$ cat config.mk
export PLATFORM = sky130hd
export DESIGN_NAME = i2c_slave_byte_ctrl
export DESIGN_NICKNAME = d
export VERILOG_FILES = /design/src/rtl/i2c_slave_byte_ctrl.sv
export SDC_FILE = /design/constraint.sdc
export NUM_CORES = 1
export LEC_CHECK = 0
export CORE_UTILIZATION = 60
export CTS_BUF_LIST = sky130_fd_sc_hd__clkbuf_8
export CTS_CLUSTER_SIZE = 28
export DETAILED_ROUTE_END_ITERATION = 7
export GPL_TIMING_DRIVEN = 0
export HOLD_SLACK_MARGIN = 0.03
export PLACE_DENSITY = 0.91
export SYNTH_ARGS = -nofsm -noshare
export SYNTH_HDL_FRONTEND = slang
export SYNTH_SLANG_ARGS = --single-unit
$ cat constraint.sdc
create_clock -name Clk -period 3.3 [get_ports Clk]
set_input_delay 0.495 -clock Clk [delete_from_list [all_inputs] [get_ports Clk]]
set_output_delay 0.495 -clock Clk [all_outputs]
set_load 0.02 [all_outputs]
$ cat src/rtl/i2c_slave_byte_ctrl.sv
// Byte-level I2C target: filtered START/STOP detect, 7-bit address match, RX/TX bytes with ACK/NACK.
// Define I2C_SLAVE_GEN_CALL_EN to also accept the general-call write address 8'h00.
module i2c_slave_byte_ctrl #(
  parameter int FILT = 3
) (
  input  logic       Clk,
  input  logic       Rst_n,
  input  logic       Scl_i,
  input  logic       Sda_i,
  output logic       Sda_oen,
  input  logic [6:0] My_addr,
  input  logic       Ack_en,
  output logic [7:0] Rx_data,
  output logic       Rx_valid,
  input  logic [7:0] Tx_data,
  output logic       Tx_load,
  output logic       Tx_nack,
  output logic       Busy,
  output logic       Rw,
  output logic       Stop_det
);

  typedef enum logic [2:0] {
    ST_IDLE, ST_ADDR, ST_ADDR_ACK, ST_RX, ST_RX_ACK, ST_TX, ST_TX_ACK, ST_WAIT
  } state_t;

  // Line index 0 = SCL, 1 = SDA
  logic [1:0] s1_q, s2_q, f_q, fp_q;
  logic [2:0] fcnt_q [2];

  always_ff @(posedge Clk or negedge Rst_n) begin
    if (!Rst_n) begin
      s1_q      <= 2'b11;
      s2_q      <= 2'b11;
      f_q       <= 2'b11;
      fp_q      <= 2'b11;
      fcnt_q[0] <= 3'd0;
      fcnt_q[1] <= 3'd0;
    end else begin
      s1_q <= {Sda_i, Scl_i};
      s2_q <= s1_q;
      fp_q <= f_q;
      for (int i = 0; i < 2; i++) begin
        if (s2_q[i] == f_q[i]) begin
          fcnt_q[i] <= 3'd0;
        end else if (fcnt_q[i] == 3'(FILT - 1)) begin
          f_q[i]    <= s2_q[i];
          fcnt_q[i] <= 3'd0;
        end else begin
          fcnt_q[i] <= fcnt_q[i] + 3'd1;
        end
      end
    end
  end

  logic scl_rise, scl_fall, start_det, stop_det;
  assign scl_rise  = f_q[0] & ~fp_q[0];
  assign scl_fall  = ~f_q[0] & fp_q[0];
  assign start_det = f_q[0] & fp_q[0] & fp_q[1] & ~f_q[1];
  assign stop_det  = f_q[0] & fp_q[0] & ~fp_q[1] & f_q[1];

  state_t     state_q, state_d;
  logic [2:0] bit_q, bit_d;
  logic [7:0] shift_q, shift_d;
  logic [7:0] rx_data_q, rx_data_d;
  logic       done_q, done_d, mack_q, mack_d;
  logic       sda_oen_q, sda_oen_d, rw_q, rw_d, busy_q, busy_d;
  logic       rx_valid_q, rx_valid_d, tx_load_q, tx_load_d;
  logic       tx_nack_q, tx_nack_d, stop_q, stop_d;
  logic [7:0] byte_in;
  logic       addr_hit;

  assign byte_in = {shift_q[6:0], f_q[1]};
`ifdef I2C_SLAVE_GEN_CALL_EN
  assign addr_hit = (byte_in[7:1] == My_addr) || (byte_in == 8'h00);
`else
  assign addr_hit = (byte_in[7:1] == My_addr);
`endif

  always_ff @(posedge Clk or negedge Rst_n) begin
    if (!Rst_n) begin
      state_q    <= ST_IDLE;
      bit_q      <= 3'd0;
      shift_q    <= 8'h00;
      rx_data_q  <= 8'h00;
      done_q     <= 1'b0;
      mack_q     <= 1'b0;
      sda_oen_q  <= 1'b1;
      rw_q       <= 1'b0;
      busy_q     <= 1'b0;
      rx_valid_q <= 1'b0;
      tx_load_q  <= 1'b0;
      tx_nack_q  <= 1'b0;
      stop_q     <= 1'b0;
    end else begin
      state_q    <= state_d;
      bit_q      <= bit_d;
      shift_q    <= shift_d;
      rx_data_q  <= rx_data_d;
      done_q     <= done_d;
      mack_q     <= mack_d;
      sda_oen_q  <= sda_oen_d;
      rw_q       <= rw_d;
      busy_q     <= busy_d;
      rx_valid_q <= rx_valid_d;
      tx_load_q  <= tx_load_d;
      tx_nack_q  <= tx_nack_d;
      stop_q     <= stop_d;
    end
  end

  // done_q marks "8th rise seen" (or ACK bit sampled) so the following fall acts on it
  always_comb begin
    state_d    = state_q;
    bit_d      = bit_q;
    shift_d    = shift_q;
    rx_data_d  = rx_data_q;
    done_d     = done_q;
    mack_d     = mack_q;
    sda_oen_d  = sda_oen_q;
    rw_d       = rw_q;
    busy_d     = busy_q;
    rx_valid_d = 1'b0;
    tx_load_d  = 1'b0;
    tx_nack_d  = 1'b0;
    stop_d     = 1'b0;
    if (start_det) begin
      state_d   = ST_ADDR;
      bit_d     = 3'd0;
      done_d    = 1'b0;
      sda_oen_d = 1'b1;
      busy_d    = 1'b1;
    end else if (stop_det) begin
      state_d   = ST_IDLE;
      bit_d     = 3'd0;
      done_d    = 1'b0;
      sda_oen_d = 1'b1;
      busy_d    = 1'b0;
      stop_d    = 1'b1;
    end else begin
      case (state_q)
        ST_ADDR: begin
          if (scl_rise) begin
            shift_d = byte_in;
            bit_d   = bit_q + 3'd1;
            if (bit_q == 3'd7) begin
              if (addr_hit) begin
                rw_d   = byte_in[0];
                done_d = 1'b1;
              end else begin
                state_d = ST_WAIT;
              end
            end
          end else if (scl_fall && done_q) begin
            sda_oen_d = 1'b0;
            done_d    = 1'b0;
            state_d   = ST_ADDR_ACK;
          end
        end
        ST_ADDR_ACK: begin
          if (scl_fall) begin
            sda_oen_d = 1'b1;
            state_d   = ST_RX;
            if (rw_q) begin
              shift_d   = Tx_data;
              tx_load_d = 1'b1;
              sda_oen_d = Tx_data[7];
              bit_d     = 3'd0;
              state_d   = ST_TX;
            end
          end
        end
        ST_RX: begin
          if (scl_rise) begin
            shift_d = byte_in;
            bit_d   = bit_q + 3'd1;
            if (bit_q == 3'd7) begin
              rx_data_d  = byte_in;
              rx_valid_d = 1'b1;
              done_d     = 1'b1;
            end
          end else if (scl_fall && done_q) begin
            sda_oen_d = ~Ack_en;
            done_d    = 1'b0;
            state_d   = ST_RX_ACK;
          end
        end
        ST_RX_ACK: begin
          if (scl_fall) begin
            sda_oen_d = 1'b1;
            state_d   = ST_RX;
          end
        end
        // Bit 7 is already on the line at load; seven falls shift out 6..0, the eighth releases
        ST_TX: begin
          if (scl_fall) begin
            if (bit_q == 3'd7) begin
              sda_oen_d = 1'b1;
              bit_d     = 3'd0;
              state_d   = ST_TX_ACK;
            end else begin
              sda_oen_d = shift_q[6];
              shift_d   = {shift_q[6:0], 1'b0};
              bit_d     = bit_q + 3'd1;
            end
          end
        end
        ST_TX_ACK: begin
          if (scl_rise) begin
            mack_d = ~f_q[1];
            done_d = 1'b1;
          end else if (scl_fall && done_q) begin
            done_d = 1'b0;
            if (mack_q) begin
              shift_d   = Tx_data;
              tx_load_d = 1'b1;
              sda_oen_d = Tx_data[7];
              bit_d     = 3'd0;
              state_d   = ST_TX;
            end else begin
              tx_nack_d = 1'b1;
              state_d   = ST_WAIT;
            end
          end
        end
        ST_WAIT: sda_oen_d = 1'b1;
        ST_IDLE: ;
        default: state_d = ST_IDLE;
      endcase
    end
  end

  assign Sda_oen  = sda_oen_q;
  assign Rx_data  = rx_data_q;
  assign Rx_valid = rx_valid_q;
  assign Tx_load  = tx_load_q;
  assign Tx_nack  = tx_nack_q;
  assign Busy     = busy_q;
  assign Rw       = rw_q;
  assign Stop_det = stop_q;

endmodule

==> reports/metrics.csv, run 1 <==
metric;value;unit
status;complete, no violations;
slew_headroom;0.517;
setup_viol;0;
grt_pass1_wl;9.85;mm
r2r_cells;7;
dpl_cell_area;2810;µm²
num_rows;22;
critical_path.cell_chain;ha_1 > ha_1 > nand4bb_2 > a31oi_1 > o21bai_1 > a21o_1 > mux2_4;
io_buffers;34;
finalNetCount;281;
synth_area_leader_cell;dfrtp_1;
drc_errors;0;
holdWs;0.112;ns
pin_count;35;
clock-sinks;44;
synthFlopType;dfrtp_1;
gr-total-overflow;0;
worstSetupEndpointType;flop;
avgSynthCellArea;11.1;µm²
postCtsSetupBuffers;0;
synth_cell_type_count;53;
fin_skew;0.00242;ns
drt-total-wl;5.87;mm
p_leak;0.00124;µW
drt_iter0_drc;161;
rsz0062_at_grt;no;
hold_viol_final;0;
period_needed;2.28;ns
ys_warn_count;0;
maxCapViolations;0;
ant_nets;0;
clk_latency;0.30;ns
synth-seq-cells;44;
yosysSeqAreaShare;0.464;
ctsHoldBuffers;0;
clk_pin_slew_worst_paths;0.09;ns
crit_top_cell;ha_1;
crit_slowest_cell;dfrtp_1;
power.density;917;nW/µm²
diodes;0;
netlist.area_leader.share;0.365;
grt_pass1_vias;1983;
tns;0;ns
finalInstanceArea;2930;µm²
min_path_type;input port to asynchronous set/reset pin;
cpPeakStageDelay;0.41;ns
cts_resized;0;
power.total;2680;µW
viasPerCell;6.39;
cts_root_buf;clkbuf_8;
synth_cells;217;
path_buf_inv;0;
syn_nets;239;
slew_viol_final;0;
clock.fmax;0.438;GHz
die_width;65.2;µm
worstPathRequired;3.49;ns
grt_max_degree;29;
worst_ir_drop_vdd;0.559;mV
antenna_found_initial;0;
ctsLongestPathBuffers;2;
cts_made_buffers;5;
gp_routability_congestion;0.934;
tightest_slew;0.718;ns
dieArea;4250;µm²
drt_first_pass_iters;5;
crit_family;compound AO/OA/AOI/OAI gates;
drive_above_1_share;0.262;
critPathKind;flop to flop;
flow.area_growth_from_synthesis;22.1;%
synth_edf_count;0;
dieHeight;65.2;µm
cp.arrival;2.48;ns
dp_hpwl;3.79;mm
start_util;0.641;
synth_area_leaders;dfrtp_1 37%, mux2_2 13%, dfstp_2 9.9%;
coreArea;3740;µm²
routedWlPerCell;19.0;µm
critPathMaxFanout;8;
final.period_utilization;0.692;
vias;1968;
cp.depth;7;
tritoncts;built;
netlist_area;2400;µm²
htreeDepth;2;
grt_usage;0.309;
worst_setup_path_start_kind;flop;
synthArstFlopShare;1.00;
## registers in the layout, summed over array words and instances (netlist names), 2 cells and up
name and count:
f_q 2, state_q 3, Rx_data 8, s1_q 2
bit_q 3, s2_q 2, fcnt_q 6, shift_q 7
fp_q 2
## path summary, 6_finish.rpt
kind                       startpoint    endpoint  slack [ns]
min in group Clk              s1_q[0]     s2_q[0]        0.37
hold reg to reg               s1_q[0]     s2_q[0]        0.37
max in group asynchronous       Rst_n     Sda_oen        2.63
setup / recovery             bit_q[0]  state_q[0]        1.02
hold / removal                  Rst_n        Busy        0.11
setup reg to reg             bit_q[0]  state_q[0]        1.02
## per-layer routing
| layer | up-vias | share of wire | track usage |
|---|---|---|---|
| li1 | 865 | - | - |
| met1 | 938 | 0.40 | 0.397 |
| met2 | 147 | 0.50 | 0.513 |
| met3 | 18 | 0.090 | 0.0694 |
| met4 | 0 | 0.017 | 0.109 |
| met5 | - | 0 | 0 |
## where the power goes
group | switching (µW) | internal [µW]
clock | 196 | 228
combinational | 727 | 640
sequential | 170 | 723
total | 1090 | 1590
## worst register-to-register path, delay by kind of cell, from the launching register on
kind,cells,cell delay [ns]
adders and majority gates,2,0.50
DFF,1,0.41
AOI/OAI and AO/OA,3,0.69
and+or+nand+nor,1,0.29
muxes,1,0.30
## synth_stat cells, types with 2 or more instances
library cell,n
dfrtp_1,35
mux2_2,27
nand2_1,18
o21ai_0,12
nor2_1,11
dfstp_2,9
nor2b_1,9
nor3_1,7
xnor2_1,7
xor2_1,6
buf_2,4
buf_4,4
nand2b_1,4
nand3_1,4
a21oi_1,3
a31oi_1,3
buf_6,3
nor4_1,3
o21bai_1,3
a22o_1,2
a32o_1,2
and2b_1,2
and3_1,2
ha_1,2
nand3_2,2
nand3b_1,2
nor3b_1,2
o211ai_1,2
o21ai_1,2
o31ai_1,2
## cells by family (layout without fill, tap and decap cells)
logic type,count (synthesis),after routing,synth area share
multiplexers,28,28,0.133
AO/OA/AOI/OAI,43,43,0.126
buffers and inverters,12,55,0.0365
AND/OR/NAND/NOR,75,75,0.183
flip-flops,44,44,0.464
adder cells (fa/ha/maj),2,2,0.0104
XOR/XNOR,13,13,0.0475
## cell type report
| type | count | area, µm² |
|---|---|---|
| clock inverter | 3 | 46.3 |
| timing repair buffer | 35 | 355 |
| clock buffer | 5 | 68.8 |
| inverter | 1 | 3.75 |
| buffer | 11 | 83.8 |
| tap | 48 | 60.1 |
| fill | 218 | 815 |
| sequential | 44 | 1110 |
| multi-input combinational | 161 | 1200 |
## through the flow
stage                     utilization  setup slack (ns)  std cells
after global routing            0.782             0.992        308
after floorplan                     -              1.39        217
after global placement          0.748             0.664        299
after detailed placement        0.752             0.995        300
after CTS                       0.782              1.10        308
final                           0.782              1.02        308
## layout by cell type (no fill, tap or decap), types with 3 or more instances in the layout
master / instances
dfstp_2: 9
nand2b_1: 4
buf_6: 3
clkdlybuf4s50_1: 33
xnor2_1: 7
nor4_1: 3
a31oi_1: 3
nor3_1: 7
xor2_1: 6
nand2_1: 18
o21ai_0: 12
nor2b_1: 9
nor2_1: 11
dfrtp_1: 35
buf_4: 4
nand3_1: 4
buf_2: 5
mux2_2: 27
a21oi_1: 3
o21bai_1: 3
clkbuf_8: 5
Power figures use the tool's default switching activity.
==> run 2: changes to the inputs <==
--- a/config.mk
+++ b/config.mk
@@ -5,13 +5,13 @@
 export SDC_FILE = /design/constraint.sdc
 export NUM_CORES = 1
 export LEC_CHECK = 0
-export CORE_UTILIZATION = 60
+export CORE_UTILIZATION = 56
 export CTS_BUF_LIST = sky130_fd_sc_hd__clkbuf_8
 export CTS_CLUSTER_SIZE = 28
 export DETAILED_ROUTE_END_ITERATION = 7
 export GPL_TIMING_DRIVEN = 0
 export HOLD_SLACK_MARGIN = 0.03
-export PLACE_DENSITY = 0.91
+export PLACE_DENSITY = 0.86
 export SYNTH_ARGS = -nofsm -noshare
 export SYNTH_HDL_FRONTEND = slang
 export SYNTH_SLANG_ARGS = --single-unit
==> constraint.sdc (replaced) <==
create_clock -name Clk -period 2.2 [get_ports Clk]
set_input_delay 0.33 -clock Clk [delete_from_list [all_inputs] [get_ports Clk]]
set_output_delay 0.33 -clock Clk [all_outputs]
set_load 0.02 [all_outputs]
==> run 2 against run 1 <==
  * Sequential share of layout area rose by 0.16 points
  * Largest cell class unchanged
  * Register-to-register slack got worse by 0.84 ns
  * Power rose by 41%
  * Clock power rose by 13%
  * Largest power group unchanged
  * First-iteration DRC count rose by 1.2%
  * Sequential power rose by 49%
  * Worst hold slack improved by 0.25 ns
  * Non-clock buffer count rose by 1
  * Critical path depth did not move
  * Wire length fell by 16%
  * Count of clock-buffer cells in the layout did not move
  * Die area rose by 6.9%
==> reports/metrics.csv, run 2 (synthesized netlist as in run 1, its figures left out) <==
metric;value;unit
grt_pass1_vias;1760;
vias;1826;
clock-sinks;44;
slew_viol_final;0;
critPathKind;flop to flop;
finalNetCount;282;
p_leak;0.00123;µW
internal_power;2260;µW
pwr-share-clk;0.127;
dpl_cell_area;2820;µm²
tightest_slew;0.548;ns
gr-total-overflow;0;
power.density;1300;nW/µm²
seqCellArea;1110;µm²
grt_pass1_wl;7.98;mm
final_util;0.719;
coreArea;4060;µm²
status;complete, no violations;
drt-total-wl;4.94;mm
slew_headroom;0.631;
antenna_found_initial;0;
diodes;0;
maxCapViolations;0;
routedWlPerCell;15.9;µm
worstSetupEndpointType;flop;
grt_usage;0.242;
drt_iter0_drc;163;
drc_errors;0;
gp_routability_congestion;0.902;
dieArea;4550;µm²
cp.arrival;2.21;ns
path_buf_inv;0;
seqPwrFrac;0.351;
setup_viol;0;
hold_viol_final;0;
cts_root_buf;clkbuf_8;
layout_commonest_cell;dfrtp_1;
htreeDepth;2;
critical_path.cell_chain;ha_1 > ha_2 > nand4bb_2 > a31oi_2 > o21bai_1 > a21o_1 > mux2_4;
worstPathRequired;2.39;ns
tritoncts;built;
dp_hpwl;3.61;mm
period_needed;2.02;ns
crit_family;compound AO/OA/AOI/OAI gates;
crit_slowest_cell;dfrtp_1;
die_width;67.4;µm
fin_skew;0.00363;ns
sw_frac_of_total;0.401;
finalInstanceArea;2920;µm²
viasPerCell;5.89;
rsz0062_at_grt;no;
drt_first_pass_iters;4;
layout_setup_ws;0.180;ns
cts_made_buffers;5;
grt_max_degree;30;
drive_above_1_share;0.265;
flow.area_growth_from_synthesis;21.6;%
critPathMaxFanout;8;
clk_latency;0.30;ns
ant_nets;0;
worst-r2r-setup-slack;0.18;ns
multi_input_area;1210;µm²
io_buffers;34;
final.period_utilization;0.918;
cpPeakStageDelay;0.39;ns
fill_cells;280;
clk_pin_slew_worst_paths;0.08;ns
dp_slack;0.112;ns
dieHeight;67.4;µm
layout_common_cells;35 x dfrtp_1, 33 x clkdlybuf4s50_1, 27 x mux2_2, 18 x nand2_1, 12 x o21ai_0;
ctsLongestPathBuffers;2;
min_path_type;flop to flop;
pin_count;35;
worst_ir_drop_vdd;0.716;mV
pwr-share-comb;0.522;
clock.fmax;0.495;GHz
start_util;0.591;
num_rows;23;
worst_setup_path_start_kind;flop;
power_switching;1510;µW
largest_reg_flops;8;
[run 2: through the flow]
stage | setup TNS, ns | std cells | hold slack (ns) | total power, µW
detailed placement | 0 | 302 | 0.270 | 3270
finish | 0 | 310 | 0.359 | 3780
CTS | 0 | 310 | 0.361 | 3770
global route | 0 | 310 | 0.367 | 4020
floorplan | 0 | 217 | 0.0344 | 2820
global placement | -9.71 | 301 | 0.346 | 3210
[run 2: worst register-to-register path: cells and delay by family, from the launching register on]
family / cells / cell delay, ns
AOI/OAI and AO/OA: 3 / 0.52
adders and majority gates: 2 / 0.44
DFF: 1 / 0.39
muxes: 1 / 0.30
and+or+nand+nor: 1 / 0.27
[run 2: what timing repair did]
item                                   in CTS  in global routing
resized for setup                           0                  2
setup endpoints to repair                   0                  3
buffers inserted                            0                  0
hold buffers                                1                  0
endpoints found under the hold margin      11                  0
[run 2: final timing paths]
path                       cells past startpoint  startpoint         end
max                                            7    bit_q[0]  state_q[0]
min                                            0     s1_q[0]     s2_q[0]
max reg2reg                                    7    bit_q[0]  state_q[0]
min reg2reg                                    0     s1_q[0]     s2_q[0]
max in group asynchronous                      3       Rst_n     Sda_oen
min in group asynchronous                      2       Rst_n   fcnt_q[0]
[run 2: power by group through the flow]
stage / clock network (µW) / logic [µW] / registers, µW
after floorplan: 0 / 1520 / 1300
after global placement: 0 / 1890 / 1320
after detailed placement: 0 / 1930 / 1340
after CTS: 497 / 1950 / 1320
after global routing: 528 / 2130 / 1360
final: 481 / 1970 / 1330
[run 2: cell type report]
cell class,instances,share of cell area
multi-input cells,161,0.414
clock inverters,2,0.00429
flip-flops and latches,44,0.381
well taps,50,0.0215
plain buffers,11,0.0287
inverters,1,0.00129
repair buffers,36,0.125
clock buffers,5,0.0236
[run 2: layer usage]
metal / part of all wire / vias to the layer above / global-route usage
li1: - / 868 / -
met1: 0.44 / 892 / 0.314
met2: 0.50 / 60 / 0.399
met3: 0.054 / 6 / 0.0625
met5: 0 / - / 0
met4: 0.012 / 0 / 0.0718
==> run 3: changes to the inputs <==
--- a/config.mk
+++ b/config.mk
@@ -5,6 +5,7 @@
 export SDC_FILE = /design/constraint.sdc
 export NUM_CORES = 1
 export LEC_CHECK = 0
+export CORE_ASPECT_RATIO = 0.6
 export CORE_UTILIZATION = 56
 export CTS_BUF_LIST = sky130_fd_sc_hd__clkbuf_8
 export CTS_CLUSTER_SIZE = 28
==> run 3 against run 2 <==
  * Utilization decreased by 0.21 points
  * Die area increased by 0.19%
  * Clock power increased by 8.1%
  * Flip-flop and latch count unchanged
  * Largest power group unchanged
  * Critical endpoint unchanged
  * Largest cell class unchanged
==> reports/metrics.csv, run 3 (synthesized netlist as in run 1, its figures left out) <==
metric;value;unit
layout_common_cells;35 x dfrtp_1, 33 x clkdlybuf4s50_1, 27 x mux2_2, 18 x nand2_1, 12 x o21ai_0;
fill_cells;325;
top_usage_layer;met1;
worstPathRequired;2.39;ns
slew_headroom;0.604;
slew_viol_final;0;
num_rows;18;
drt-total-wl;5.25;mm
worstSetupEndpointType;flop;
cpPeakStageDelay;0.39;ns
drt_first_pass_iters;5;
pin_count;35;
worst_setup_path_start_kind;flop;
worst_ir_drop_vdd;0.662;mV
htreeDepth;2;
layout_commonest_cell;dfrtp_1;
grt_usage;0.252;
clock.fmax;0.464;GHz
crit_family;compound AO/OA/AOI/OAI gates;
ant_nets;0;
clock-sinks;44;
regToRegStartpoint;bit_q[0];
path_buf_inv;0;
die_width;86.5;µm
cts_root_buf;clkbuf_8;
diodes;0;
critical_path.cell_chain;ha_1 > ha_1 > nand4bb_2 > a31oi_2 > o21bai_1 > a21o_1 > mux2_4;
postCtsSetupBuffers;0;
power.density;1310;nW/µm²
grt_use_met1;0.379;
grt_pass1_vias;1650;
viasPerCell;5.72;
cts_made_buffers;5;
p_leak;0.00124;µW
power.total;3860;µW
period_needed;2.15;ns
antenna_found_initial;0;
ctsLongestPathBuffers;2;
grt_use_met3;0.0614;
grt_max_degree;28;
gr-usage-met2;0.348;
io_buffers;34;
tns;0;ns
drc_errors;0;
clk_latency;0.30;ns
routedWlPerCell;16.3;µm
crit_top_cell;ha_1;
cp-startpoint;bit_q[0];
grt_pass1_wl;8.25;mm
hold_start;s1_q[0];
hold_viol_final;0;
critPathMaxFanout;8;
dieArea;4560;µm²
coreArea;4100;µm²
flow.area_growth_from_synthesis;22.5;%
finalNetCount;282;
drive_above_1_share;0.264;
vias;1836;
tightest_slew;0.588;ns
dieHeight;52.7;µm
fin_skew;0.00577;ns
start_util;0.585;
crit_slowest_cell;dfrtp_1;
min_path_type;flop to flop;
tritoncts;built;
holdWs;0.358;ns
drt_iter0_drc;213;
critPathKind;flop to flop;
gr-total-overflow;0;
setup_viol;0;
dp_slack;0.0702;ns
cp.arrival;2.34;ns
gp_routability_congestion;0.920;
maxCapViolations;0;
rsz0062_at_grt;no;
clk_pin_slew_worst_paths;0.08;ns
status;complete, no violations;
layout_setup_ws;0.0461;ns
largest_reg_flops;8;
dp_hpwl;3.92;mm
final.period_utilization;0.979;
run 3: repair_timing:
item | 4_1_cts | 5_1_grt
resized for setup | 0 | 1
hold endpoints to repair | 13 | 0
setup endpoints to repair | 0 | 1
hold buffers | 1 | 0
run 3: final cells by class:
type / instances / area [µm²] / area share
multi-input cells: 161 / 1200 / 0.410
flip-flops and latches: 44 / 1110 / 0.379
repair buffers: 36 / 365 / 0.124
plain buffers: 11 / 83.8 / 0.0285
clock buffers: 6 / 82.6 / 0.0281
well taps: 60 / 75.1 / 0.0256
clock inverters: 2 / 10.0 / 0.00341
inverters: 1 / 3.75 / 0.00128
run 3: path summary, 6_finish.rpt:
kind                              endpoint  slack [ns]  cells past startpoint
worst max-delay path            state_q[0]        0.05                      7
max in group asynchronous          s2_q[1]        1.14                      3
worst min-delay path               s2_q[0]        0.36                      0
min in group asynchronous         bit_q[0]        0.50                      2
worst min register to register     s2_q[0]        0.36                      0
worst max register to register  state_q[0]        0.05                      7
run 3: per-stage QoR:
step | util | std cells | area [µm²]
after floorplan | - | 217 | 2400
after global placement | 0.687 | 311 | 2810
after detailed placement | 0.690 | 312 | 2830
after CTS | 0.715 | 321 | 2930
after global routing | 0.717 | 321 | 2940
final | 0.717 | 321 | 2940
run 3: power by group:
part           internal [µW]  switching (µW)  total [µW]
clock                    251             270         520
combinational            964            1040        2010
sequential              1080             247        1330
total                   2300            1560        3860
run 3: layer usage:
metal  vias to the layer above  part of all wire
met5                         -                 0
met1                       879              0.50
met3                        10             0.061
met4                         0             0.014
li1                        872                 -
met2                        75              0.42
==> RTL change, RTL diff (config.mk and constraints of run 2) <==
`shift_q` no longer has a reset.
--- a/src/rtl/i2c_slave_byte_ctrl.sv
+++ b/src/rtl/i2c_slave_byte_ctrl.sv
@@ -83,3 +83,2 @@
       bit_q      <= 3'd0;
-      shift_q    <= 8'h00;
       rx_data_q  <= 8'h00;
@@ -97,3 +96,2 @@
       bit_q      <= bit_d;
-      shift_q    <= shift_d;
       rx_data_q  <= rx_data_d;
@@ -109,2 +107,6 @@
     end
+  end
+
+  always_ff @(posedge Clk) begin
+    shift_q <= shift_d;
   end
Behaviour: no difference found for any inputs over 10 cycles, from zero or initial values and one cycle with Rst_n low; that may be too few to reach the edited logic, so the function may still have changed.
==> RTL change against run 2 <==
- setup slack got worse by 0.078 ns
- routed wire length fell by 5.7%
- cell area fell by 3.5%
- maximum frequency fell by 3.7%
- area after synthesis fell by 5.0%
- sequential cell count did not move
- total power fell by 11%
- global-route usage rose by 0.82 points
- clock skew rose by 0.0025 ns
- hold slack got worse by 0.25 ns
==> RTL change: results (changes against run 2) <==
| Metric | Value |
|---|---|
| Met2 usage | 0.3712 (-0.02758) |
| Register Area | 1147 um^2 (+3.1%) |
| First-pass GRT wire length | 8.073 mm (+1.1%) |
| Max VDD drop | 0.8583 mV (+20%) |
| Post-synth ARST share | 0.8409 (-0.1591) |
| Reg2reg end | shift_q[6] |
| Post-route cell area | 2815 um^2 (-3.5%) |
| Vias/cell | 5.953 (+1.1%) |
| Layout cell share with drive strength beyond 1 | 0.2112 (-0.05423) |
| Met3 wire len | 277 um (+4.5%) |
| Hold WS | 0.1089 ns (-0.2497 ns) |
| Power Density | 1196 nW/um^2 (-7.6%) |
| Met1 GRT Util | 0.3512 (+0.03697) |
| Status | finished, final reports clean |
| Multi-input combinational area share | 0.3844 (-0.02954) |
| FF-to-FF setup slack | 0.10 ns (-0.08 ns) |
| Post-Route Skew | 0.006137 ns (+0.002505 ns) |
| DRT Wirelength | 4.655 mm (-5.7%) |
| Nets | 272 (-3.5%) |
| Count of multi-input gates | 148 (-8.1%) |
| Met1 Routed Length | 2.016 mm (-6.4%) |
| 1st-iter DRT viols | 175 (+7.4%) |
| Data buffer area share | 0.1467 (-0.007344) |
| Met2 Wirelength | 2.233 mm (-9.2%) |
| Synth top area cells | dfrtp_1 (31%), dfstp_2 (10%), edfxtp_1 (9.2%) |
| Nonclk buf count | 44 (-6.4%) |
| Int Pwr | 2.032 mW (-10%) |
| Post-place setup slack | -0.3164 ns (-0.4280 ns) |
| Worst Setup EP | shift_q[6] |
| Number of flops mapped to enable cells by yosys | 7 (+7) |
| All-layer global routing usage | 0.2507 (+0.008185) |
| Reg2reg start | state_q[1] |
| Gpl congestion | 0.9510 (+5.4%) |
| Placed cells | 290 (-4.0%) |
| Leakage | 1.154 nW (-6.1%) |
| Placed cell area | 2681 um^2 (-4.8%) |
| Worst min path class | in -> async |
==> RTL change: cell count changes after synthesis, moves of 3 or more <==
| cell | before | now |
|---|---|---|
| inv_1 | 1 | 7 |
| nor2_1 | 11 | 8 |
| nand2b_1 | 4 | 7 |
| buf_6 | 3 | 0 |
| edfxtp_1 | 0 | 7 |
| xor2_1 | 6 | 9 |
| mux2_2 | 27 | 17 |
| dfrtp_1 | 35 | 28 |
| nor2b_1 | 9 | 4 |
| xnor2_1 | 7 | 3 |
==> RTL change: cells by family (layout without fill, tap and decap cells) <==
| logic type | count (synthesis) | count (layout) | share of synthesized area |
|---|---|---|---|
| AOI/OAI and AO/OA | 47 | 47 | 0.1498 |
| xor gates and xnor gates | 12 | 12 | 0.04611 |
| adders and majority gates | 2 | 2 | 0.01098 |
| buffers and inverters | 16 | 59 | 0.03403 |
| DFF | 44 | 44 | 0.5033 |
| muxes | 19 | 19 | 0.09275 |
| and+or+nand+nor | 68 | 68 | 0.1630 |
